## src/rtl/wb_arbiter_scoreboard.sv

```systemverilog
// Round-robin write-back arbiter onto the single regfile write port,
// plus a 32-entry busy scoreboard that stalls decode on RAW/WAW hazards.
// Ports:
//   clk, rstn                     clock, async active-low reset
//   issueValid/RdWen/Rd/Rs1/Rs2   decode-side instruction
//   issueStall                    hazard stall (comb)
//   flush                         clear all busy bits
//   reqValid/reqRd/reqData        per-requester write-back
//   reqReady                      one-hot grant (comb)
//   rdWriteEn/rd/rdData           registered regfile write port
//   pendingCnt                    popcount of busy bits (comb)
module wb_arbiter_scoreboard #(
  parameter int NREQ = 3
) (
  input  logic              clk,
  input  logic              rstn,
  input  logic              issueValid,
  input  logic              issueRdWen,
  input  logic [4:0]        issueRd,
  input  logic [4:0]        issueRs1,
  input  logic [4:0]        issueRs2,
  output logic              issueStall,
  input  logic              flush,
  input  logic [NREQ-1:0]   reqValid,
  input  logic [5*NREQ-1:0] reqRd,
  input  logic [32*NREQ-1:0] reqData,
  output logic [NREQ-1:0]   reqReady,
  output logic              rdWriteEn,
  output logic [4:0]        rd,
  output logic [31:0]       rdData,
  output logic [5:0]        pendingCnt
);

  localparam int PW = (NREQ > 1) ? $clog2(NREQ) : 1;

  logic [PW-1:0] rrPtr;
  logic [31:0]   busy;
  logic [31:0]   busyNxt;
  logic [PW-1:0] gIdx;
  logic          gAny;
  logic [4:0]    selRd;
  logic [31:0]   selData;
  logic          setEn;
  int            idx;

  // Search starts one past the last winner.
  always_comb begin
    reqReady = '0;
    gIdx     = '0;
    gAny     = 1'b0;
    selRd    = '0;
    selData  = '0;
    idx      = 0;
    for (int k = 1; k <= NREQ; k++) begin
      idx = (int'(rrPtr) + k) % NREQ;
      if (!gAny && reqValid[idx]) begin
        gAny    = 1'b1;
        gIdx    = PW'(idx);
        selRd   = reqRd[5*idx +: 5];
        selData = reqData[32*idx +: 32];
      end
    end
    if (gAny) reqReady[gIdx] = 1'b1;
  end

  // A grant always coincides with valid, so gAny is the transfer.
  always_ff @(posedge clk or negedge rstn) begin
    if (!rstn) begin
      rdWriteEn <= 1'b0;
      rd        <= '0;
      rdData    <= '0;
      rrPtr     <= PW'(NREQ - 1);
    end else begin
      rdWriteEn <= gAny && (selRd != 5'd0);
      if (gAny) begin
        rrPtr <= gIdx;
        if (selRd != 5'd0) begin
          rd     <= selRd;
          rdData <= selData;
        end
      end
    end
  end

  // No bypass: the register being written this cycle is still busy.
  assign issueStall = issueValid & (
      ((issueRs1 != 5'd0) & busy[issueRs1]) |
      ((issueRs2 != 5'd0) & busy[issueRs2]) |
      (issueRdWen & (issueRd != 5'd0) & busy[issueRd]));

  assign setEn = issueValid & issueRdWen & (issueRd != 5'd0) &
                 ~issueStall & ~flush;

  // Set is applied after clear so it wins on a same-register collision.
  always_comb begin
    busyNxt = busy;
    if (rdWriteEn) busyNxt[rd] = 1'b0;
    if (setEn) busyNxt[issueRd] = 1'b1;
    if (flush) busyNxt = '0;
    busyNxt[0] = 1'b0;
  end

  always_ff @(posedge clk or negedge rstn) begin
    if (!rstn) busy <= '0;
    else       busy <= busyNxt;
  end

  always_comb begin
    pendingCnt = '0;
    for (int i = 0; i < 32; i++)
      pendingCnt = pendingCnt + 6'(busy[i]);
  end

endmodule

```

## config.mk

```make
export PLATFORM = sky130hd
export DESIGN_NAME = wb_arbiter_scoreboard
export DESIGN_NICKNAME = d
export VERILOG_FILES = /design/src/rtl/wb_arbiter_scoreboard.sv
export SDC_FILE = /design/constraint.sdc
export NUM_CORES = 1
export LEC_CHECK = 0
export CAP_MARGIN = 20
export CORE_MARGIN = 5
export CORE_UTILIZATION = 43
export CTS_BUF_LIST = sky130_fd_sc_hd__clkbuf_8
export CTS_CLUSTER_SIZE = 30
export DETAILED_ROUTE_END_ITERATION = 10
export GPL_TIMING_DRIVEN = 0
export PLACE_DENSITY = 0.71
export SLEW_MARGIN = 5
export SYNTH_ARGS = -nofsm -noshare
export SYNTH_HDL_FRONTEND = slang
export SYNTH_SLANG_ARGS = --single-unit
```

## constraint.sdc

```tcl
create_clock -name clk -period 9.2 [get_ports clk]
set_input_delay 1.38 -clock clk [delete_from_list [all_inputs] [get_ports clk]]
set_output_delay 1.38 -clock clk [all_outputs]
set_load 0.02 [all_outputs]
```

# Word-level counts from Yosys, hierarchy flattened
# Index checks and enable logic that the tools add are counted.
# totals
register_bits,71
wordCells,127
ramBits,0
output_inout_bits,48
mem_bits_ro,0
latch_bits,0
n_memories,0
in_bits,134
# classes
n_eq_ne,0
n_reduce_logical,13
div_mod_pow,3
mul,3
n_shift,6
n_bitwise,16
magnitude_cmp,11
mux,37
addsub,33
# op_table
cell,count
$shiftx 96x32->32,3
$mux 32,6
$add 6x1->6,25
$lt 32x4->1 const B,3
$mod 32x3->32 const B,3
$mul 4x32->32 const A,3
$shiftx 15x32->5,3
$and 32x32->32,1
$not 32->32,1
$or 32x32->32,1
$lt 5x6->1 const B,4
$reduce_bool 5->1,4
$bmux 1 s5,3
$mux 1,15
$mux 5,3
$demux 1 s5,2
$ge 5x1->1 const B,2
$and 1x1->1,9
$add 2x2->3 const B,2
$add 5x1->6,1
$bmux 1 s2,3
$logic_and 1x1->1,6
$mux 2,3
$add 4x1->5,1
other kinds (12),15

# Logic depth before layout (Yosys ltp)
# Gate-level depths: netlist (run 1).
# logic_depth
word_depth,30
depth_mapped,17
depth_no_buf,17

# Worst setup path before layout (run 1)
# OpenSTA, ideal clock, no wires.
# synth_timing
kind,reg2out
from,register busy[18]
to,output port pendingCnt[4]
required_ns,7.820
path_buffers,0
path_slack_ns,3.107
stages_incl_launch_ff,18
t_arrival_ns,4.713
cell_sequence,dfrtp_1 > fa_1 > inv_1 > fa_1 > inv_1 > fa_1 > inv_1 > fa_1 > fa_1 > fa_1 > inv_1 > fa_1 > inv_1 > fa_1 > inv_1 > a21o_1 > a21oi_1 > xnor2_1
# synth_via
elab_chain_len,14
# synth_lines
element,line,source
"start, declared",37,logic [31:0] busy;
"start signal, assigned",105,else busy <= busyNxt;
$add 6x1->6 (14 in series),111,pendingCnt = pendingCnt + 6'(busy[i]);
"end, declared",31,output logic [5:0] pendingCnt
# No other way between the ends.

# Final worst setup path (run 1)
# Same ends and word-level chain as after synthesis.

==> flow_results.org, run 1 <==
** STA
- The total count of hold-check failures in the final report came to 0.
- The number of max-slew violations in the final report was 0.
- Unrepaired setup endpoints after global routing :: false
- Final period utilization :: approximately 81%
- Adding up every negative setup slack in the final design gives 0 ps.
- Derived from the worst setup path, the maximum achievable clock frequency is 0.1338 GHz.
- Setup violations remaining at the end of the flow were counted as 0.
- For the finished layout, the period the worst path requires is approximately 7500 ps.
- Worst-margin pin slew :: ~930 ps
- The clock arrives with ~13 ps of skew.
- Max-slew headroom :: between 30% and 40%
- Minimum hold slack :: between 500 and 600 ps

** Global route
- Pin count of the biggest net entering global routing :: 64
- The initial antenna violation count was 2.
- Aggregate global routing overflow :: 0
- The via count of the first global-routing pass was roughly 8.7k.
- Tot GR Track Use :: roughly 27%
- Wire length of the first global-routing pass :: approximately 48 mm

** Floorplan
- The die covers around 22000 um^2.
- The region available for standard cell placement spans just under 20000 um^2.
- During I/O placement, the number of pins put on the boundary was between 150 and 200.
- Initial Util :: a little over two fifths
- Die Y :: between 100 and 150 um
- Die extent in x :: about 150 um
- Total number of placement rows :: ~50

** Drt
- After detailed routing, the average wire length per cell comes to 20.73 um.
- After detailed routing, the met2 layer carries between 10 and 15 mm of wire.
- For this block, the routed nets add up to 29.89 mm of wire.
- Before antenna repair, the detailed router went through 5 iterations.
- Routed metal-1 wire length :: approximately 12 mm
- After the first detailed-routing iteration, the DRC count stood at around 960.
- Routed met3 length :: about 3.1 mm
- The highest layer touched by signal routing is met5.
- Via density per instance :: ~6.0
- The detailed router placed 8655 vias in this run.
- Antenna Nets Post-Route :: 0
- Residual DRC :: 0

** Setup path
- For the worst setup path, the data required time is ~8000 ps.
- For the worst setup path, the data arrival time is 6090 ps.
- Worst setup path category :: reg2out
- Startpoint type of the worst setup path :: register
- Critical path peak fanout :: 5
- Worst setup EP type :: output port

** Final layout
- The repair_antennas step left the layout with diodes totalling 0.
- Leaving out filler cells and counting taps, the final layout contains between 1k and 1.5k.
- Number of nets in the finished design :: ~1.4k
- In the final layout, the share of cells above drive strength 1 is 9.261%.
- Relative to the synthesized area, the layout overhead comes to 27.62%.
- The library cell used most frequently in the layout, excluding fill and tap cells, is clkdlybuf4s50_1.
- Post-route core utilization :: 55.46%
- In the layout the commonest cells are clkdlybuf4s50_1, nor2_1, mux2i_1, a21oi_1, dfrtp_1.

** Placement
- Number of port buffers :: ~180
- HPWL Detailed :: approximately 23 mm
- The congestion estimate from routability-driven global placement came to between 0.9 and 1.
- Counting tap cells, the placed design contains a total of between 1k and 1.5k instances.

** Yosys
- Among all flip-flop cells after synthesis, the most frequent one is dfrtp_1.
- Counting every net in the synthesized netlist gives around 1.2k.
- For this run, the number of Yosys warnings is 0.
- Avg Cell Area, Syn :: ~8.5 um^2
- The number of different library cells used by synthesis comes to between 50 and 60.
- The cell count after synthesis came out at about 980.
- Fraction of registers with async set or reset after synthesis :: between 90% and 100%
- In this run the cell area of the synthesized design comes to roughly 8400 um^2.
- Yosys mapped a number of flops with a built-in enable equal to 0.
- Of the synthesized area, sequential elements account for approximately a fifth.
- In this run, synthesis produced a sequential element count of 71.

** Pwr
- Summed over all cells, the static leakage comes to 4.162 nW.
- VDD sags by at most roughly 0.2 mV.
- Net switching fraction of the power :: 50.70%
- Per report_power, the combinational group accounts for approximately 77% of the total.
- The internal power of the cells totals 1.589 mW.
- The clock network accounts for 8.6% of the total power.
- Part of the total power dissipated in sequential elements :: between 10% and 20%
- Dividing total power by cell area gives a power density of about 300 nW/um^2.
- Switching power :: ~1.6 mW

** Clocking
- Worst-Skew Late Latency :: about 380 ps
- Max H-tree Level :: 3
- Total clock buffers created by CTS :: 9
- In this run, post-CTS repair resized a total of 0 instances.
- Clock transition at the registers of the reported paths :: around 80 ps
- In this run the post-CTS setup repair buffer count came out at 0.
- TritonCTS built the clock tree.
- For this design, the sink count on the clock tree is 71.
- CTS placed an instance of clkbuf_8 at the clock tree root.
- CTS Hold Bufs :: 0
- No sink is reached through more buffers than the 2 on the longest clock path.

** Worst hold path
- Class of the most critical hold timing path :: reg2reg

** Status
- The flow ran to the end, and the final reports show no timing, DRC or antenna violations.

** Job
- The tool flagged a number of max-cap violations equal to 0.
[through the flow]
stage          total power, mW  setup WS (ps)  cell area (um^2)
2_1_floorplan            2.186           3107              8403
3_3_place_gp             2.893           2170             10500
3_5_place_dp             2.923           2134             10520
4_1_cts                  3.211           1715             10720
5_1_grt                  3.474           1470             10720
6_report                 3.224           1728             10720
[worst max-delay path, stage by stage, from the launching register on]
cell and delay, ps:
dfrtp_1 510, fa_1 590, inv_1 50, fa_1 490
inv_1 50, fa_1 470, inv_1 50, fa_1 450
fa_1 520, fa_1 530, inv_1 70, fa_1 490
inv_1 110, fa_1 200, inv_1 50, a21o_1 160
a21oi_1 170, xnor2_1 140, clkdlybuf4s50_1 620
[sequential cells by signal (all words and copies together) (netlist names)]
name and cells:
busy 31, rd 5, rdData 32, rdWriteEn 1
rrPtr 2
[cells in the mapped netlist (5+ instances only)]
cell type	instances	area, um^2
a211o_1	5	43.79
nor2b_1	14	87.58
o41ai_1	16	140.1
nand2_1	29	108.9
nor3_1	14	70.07
buf_2	5	25.02
mux4_2	26	585.6
mux2_2	43	484.2
nand3b_1	13	97.59
o21ai_0	57	285.3
a21oi_1	109	545.5
and3_1	7	43.79
buf_1	14	52.55
nor3b_1	7	52.55
o22a_1	32	280.3
nand3_1	24	120.1
clkbuf_1	55	206.5
dfrtp_1	70	1752
mux2i_1	123	1231
and2_1	7	43.79
ha_1	19	237.7
fa_1	26	520.5
or3_1	14	87.58
o21ai_2	7	61.31
inv_1	57	214.0
nor2_1	124	465.5
xnor2_1	6	52.55
[layer usage]
metal / vias up / global-route usage [%]
met4: 4 / 6.816
li1: 3973 / -
met1: 4196 / 34.82
met5: - / 0
met3: 55 / 8.783
met2: 427 / 43.37
[final timing paths]
| path | from | endpoint | slack [ps] | cells after the start |
|---|---|---|---|---|
| min in group asynchronous | rstn | busy[25]$_DFF_PN0_ | 810 | 1 |
| max in group asynchronous | rstn | rrPtr[1]$_DFFE_PN1P_ | 7780 | 2 |
| worst min-delay path | rdData[22]$_DFFE_PN0P_ | rdData[22]$_DFFE_PN0P_ | 510 | 1 |
| worst max-delay path | busy[18]$_DFF_PN0_ | pendingCnt[4] | 1730 | 18 |
| worst min register to register | rdData[22]$_DFFE_PN0P_ | rdData[22]$_DFFE_PN0P_ | 510 | 1 |
| worst max register to register | rrPtr[0]$_DFFE_PN0P_ | rdData[1]$_DFFE_PN0P_ | 2550 | 17 |
[final cells by class]
cell class | count | area (um^2)
Buffer | 75 | 295.3
Clock buffer | 9 | 123.9
Inverter | 57 | 214.0
Fill cell | 1799 | 8611
Multi-Input combinational cell | 781 | 6116
Clock inverter | 7 | 78.83
Timing Repair Buffer | 177 | 1787
Tap cell | 265 | 331.6
Sequential cell | 71 | 1778
[power by group through the flow]
stage | clock network (mW) | registers (mW) | logic, mW
3_3_place_gp | 0 | 0.469 | 2.42
2_1_floorplan | 0 | 0.532 | 1.65
3_5_place_dp | 0 | 0.469 | 2.45
5_1_grt | 0.294 | 0.475 | 2.70
4_1_cts | 0.283 | 0.464 | 2.46
6_report | 0.276 | 0.464 | 2.48
[cells by family after synthesis]
logic type,after synthesis,synth area share [%]
DFF,71,21.16
adders and majority gates,45,9.023
muxes,192,27.38
buffers and inverters,132,6.060
xor gates and xnor gates,9,0.9381
AOI/OAI and AO/OA,264,19.85
and+or+nand+nor,271,15.59
Power figures use the tool's default switching activity.
==> run 2: changes to the inputs <==
- clock period: 9.2 -> 7.8 ns (I/O delays scaled with it)
==> results of run 2 <==
The final DEF is identical to that of run 1. Status: finished, final reports clean.
Among the figures that moved: setup slack after placement 2134 ps -> 944.3 ps; setup slack after layout 1728 ps -> 538.2 ps; register-to-register setup slack 2550 ps -> 1150 ps; total power 3.224 mW -> 3.802 mW; worst IR drop on VDD 0.2001 mV -> 0.2360 mV
==> run 3: changes to the inputs <==
- CORE_MARGIN: 5 -> unset
- GPL_ROUTABILITY_DRIVEN: unset -> 0
- HOLD_SLACK_MARGIN: unset -> 0.15
==> run 3 against run 2 <==
Compared with the run above:
- critical path depth unchanged
- count of clock-buffer cells in the layout unchanged
- non-clock buffer count did not move
- die area is 10% lower
- first-iteration DRC count down 20%
- maximum frequency rose by 3.3%
- total power shrank 0.16%
- setup slack better by 230 ps
- sequential power is essentially flat
- largest power group unchanged
==> flow_results.org, run 3 (synthesis gave the netlist of run 1 again) <==
** Status
- Run status :: finished, final reports clean (unchanged)

** Setup path
- The type of the setup path with the least slack is reg2out (unchanged).
- The endpoint arrival time on the critical path was 5860 ps (was 6090 ps).
- The worst reg-to-reg path cell count was 17 (unchanged).
- Number of cells on the critical path :: 18 (unchanged)
- The biggest cell delay along the critical path is 630 ps (was 620 ps).
- The critical path's most frequent cell was fa_1 (unchanged).
- Critical path peak fanout :: 5 (unchanged)
- Required time of the worst setup path :: 6630 ps (about the same)
- Startpoint type of the worst setup path :: register (unchanged)
- Worst reg-to-reg setup slack :: 1090 ps (was 1150 ps)
- Crit path launch :: busy[18]$_DFF_PN0_ (unchanged)
- The buffer and inverter count on the worst path came to 7 (unchanged).
- The largest delay contributor family on the critical path was adder cells (unchanged).
- The endpoint class of the critical path was an output port (unchanged).
- Sequence of cells on the critical path :: fa_1 -> inv_1 -> fa_1 -> inv_1 -> fa_1 -> inv_1 -> fa_1 -> fa_1 -> fa_1 -> inv_1 -> fa_1 -> inv_1 -> fa_1 -> inv_1 -> a21o_1 -> a21oi_1 -> xnor2_1 -> clkdlybuf4s50_1 (unchanged)
- Critical path's slowest cell :: clkdlybuf4s50_1 (unchanged)
- End of the worst register-to-register path :: rdData[3]$_DFFE_PN0P_ (was rdData[1]$_DFFE_PN0P_)
- The last element of the critical path is pendingCnt[4] (unchanged).
- The reg-to-reg startpoint was rrPtr[0]$_DFFE_PN0P_ (unchanged).

** STA
- The share of the cycle needed by the critical path after routing is 90.11% (was 93.10%).
- The clock period minus worst slack came to 7029 ps (was 7262 ps).
- The worst setup skew after layout was 11.16 ps (was 12.61 ps).
- Worst-margin pin slew :: 821.1 ps (was 933.3 ps)
- Number of hold violations in the final report :: 0 (unchanged)
- The top achievable clock speed came to 0.1423 GHz (was 0.1377 GHz).
- Max-slew headroom :: 45.26% (was 37.78%)
- Final TNS setup :: 0 ps (unchanged)
- The number of max-slew violations in the final report is 0 (unchanged).
- The final count of negative-setup-slack endpoints was 0 (unchanged).
- Unrepaired setup endpoints after global routing :: false (unchanged)

** Drt
- DR WL met2 :: 13.44 mm (was 14.08 mm)
- Initial DRC count :: 765 (was 956)
- The highest signal layer in the routed design is met5 (unchanged).
- Total routed wirelength :: 29.05 mm (was 29.89 mm)
- Via density per instance :: 6.099 (was 6.002)
- The wire length on met1 came to 12.10 mm (was 12.12 mm).
- The first-pass iteration count of the detailed router is 7 (was 5).
- Detailed-route via count :: 8764 (was 8655)
- The DRC violation count after routing came to 0 (unchanged).
- The routed wirelength normalized by instance count was 20.21 um (was 20.73 um).
- Antenna Nets Post-Route :: 0 (unchanged)
- The amount of wire on met3 after detailed routing came to 2.688 mm (was 3.113 mm).

** Clocking
- Number of clock sinks :: 71 (unchanged)
- Worst-Skew Late Latency :: 380 ps (about the same)
- The library cell used as clock root buffer was clkbuf_8 (unchanged).
- The clock tree from TritonCTS is done (unchanged).
- Clock transition at the registers of the reported paths :: 90 ps (was 80 ps)
- Buffers inserted during post-CTS setup optimization :: 0 (unchanged)
- The hold buffer count at CTS is 0 (unchanged).
- The number of resized instances in the post-cts repair step came to 0 (unchanged).
- Maximum clock insertion buffer count :: 2 (unchanged)
- Total clock buffers created by CTS :: 9 (unchanged)
- The CTS H-tree depth was 3 (unchanged).

** Final layout
- The number of antenna cells inserted came to 0 (unchanged).
- The most common cell after layout, fill and taps aside is clkdlybuf4s50_1 (unchanged).
- The summed area of non-filler cells in the final layout was 10710 um^2 (was 10720 um^2).
- Commonest cells after routing, fill and taps aside: clkdlybuf4s50_1, nor2_1, mux2i_1, a21oi_1, dfrtp_1 (unchanged).
- Signed area change from the synthesized netlist to the final layout :: 27.47% (was 27.62%)
- Fillcell total :: 1778 (was 1799)
- Layout cells sized above 1 :: 9.176% (was 9.261%)
- The number of nets in the final layout is 1351 (unchanged).
- Number of flip-flops in the largest register :: 32 (unchanged)
- The largest register by flop count was rdData (unchanged).
- Largest registers in the final layout: rdData: 32 flops, busy: 31 flops, rd: 5 flops (unchanged).
- The final cell count without fillers is 1437 (was 1442).

** Floorplan
- The die area is 20100 um^2 (was 22440 um^2).
- The chip height came to 141.8 um (was 149.8 um).
- Die extent in x :: 141.8 um (was 149.8 um)
- Initial Util :: 44.33% (was 43.46%)
- The floorplan core area is 18960 um^2 (was 19330 um^2).
- The number of top-level design ports is 182 (unchanged).
- Total number of placement rows :: 50 (was 51)

** Placement
- The estimated wirelength of the detail-placed design is 22.40 mm (was 23.19 mm).
- Number of port buffers :: 176 (unchanged)
- Instance area at placement :: 10520 um^2 (about the same)
- Cell Count Post-Placement :: 1421 (was 1426)

** Worst hold path
- Instance count along the most critical hold path :: 1 (unchanged)
- Class of the most critical hold timing path :: reg2reg (unchanged)

** Global route
- The initial antenna violation count came to 1 (was 2).
- The total overflow reported by the global router came to 0 (unchanged).
- The via count of the first global-routing pass is 8762 (was 8688).
- The global-route wire length before repair is 46.49 mm (was 47.67 mm).
- Tot GR Track Use :: 29.52% (was 26.81%)
- The maximum number of pins on one net before global-route repair is 50 (was 64).

** Pwr
- The worst supply voltage drop on vdd was 0.2084 mV (was 0.2360 mV).
- Cell Pwr Density :: 354.4 nW/um^2 (was 354.5 nW/um^2)
- Leakage power of the design :: 4.159 nW (was 4.162 nW)

** Job
- The max-cap check violation count came to 0 (unchanged).
==> run 3: cell count changes in the layout (fill, tap and decap cells not counted), sizes merged <==
cell,before,now
clkinvlp,0,1
inv,61,60
==> run 3: final cells by class <==
type / count / area (um^2) / area share (%)
buffer: 75 / 295.3 / 2.757
timing repair buffer: 177 / 1787 / 16.68
sequential: 71 / 1778 / 16.60
clock inverter: 7 / 72.57 / 0.6775
inverter: 57 / 214.0 / 1.997
tap: 260 / 325.3 / 3.037
multi-input combinational: 781 / 6116 / 57.10
clock buffer: 9 / 123.9 / 1.156
==> run 3: worst min-delay path by stage <==
stage | from | end | slack [ps]
floorplan | busy[16]$_DFF_PN0_ | busy[16]$_DFF_PN0_ | 540
global placement | rdData[1]$_DFFE_PN0P_ | rdData[1]$_DFFE_PN0P_ | 490
detailed placement | rdData[22]$_DFFE_PN0P_ | rdData[22]$_DFFE_PN0P_ | 500
CTS | rdData[5]$_DFFE_PN0P_ | rdData[5]$_DFFE_PN0P_ | 520
global route | rdData[1]$_DFFE_PN0P_ | rdData[1]$_DFFE_PN0P_ | 540
finish | rdData[5]$_DFFE_PN0P_ | rdData[5]$_DFFE_PN0P_ | 520
==> run 3: report_power, final <==
group / leakage (nW) / internal (mW) / switching [mW]
logic: 3.11 / 1.24 / 1.69
clock network: 0.101 / 0.149 / 0.169
registers: 0.944 / 0.478 / 0.0704
total: 4.16 / 1.87 / 1.93
==> run 3: through the flow <==
stage | hold slack (ps) | setup WS, ps | power (mW) | util (%)
finish | 515.2 | 771.1 | 3.796 | 56.51
global route | 537.1 | 555.6 | 4.053 | 56.51
CTS | 519.5 | 735.3 | 3.761 | 56.51
detailed placement | 495.5 | 1186 | 3.431 | 55.47
global placement | 492.1 | 1180 | 3.400 | 55.34
floorplan | 541.7 | 1917 | 2.578 | -
==> run 3: metal layers <==
metal | track usage [%] | up-vias
met1 | 37.73 | 4249
met2 | 48.30 | 464
met4 | 10.75 | 2
li1 | - | 3974
met5 | 0 | -
met3 | 7.290 | 75
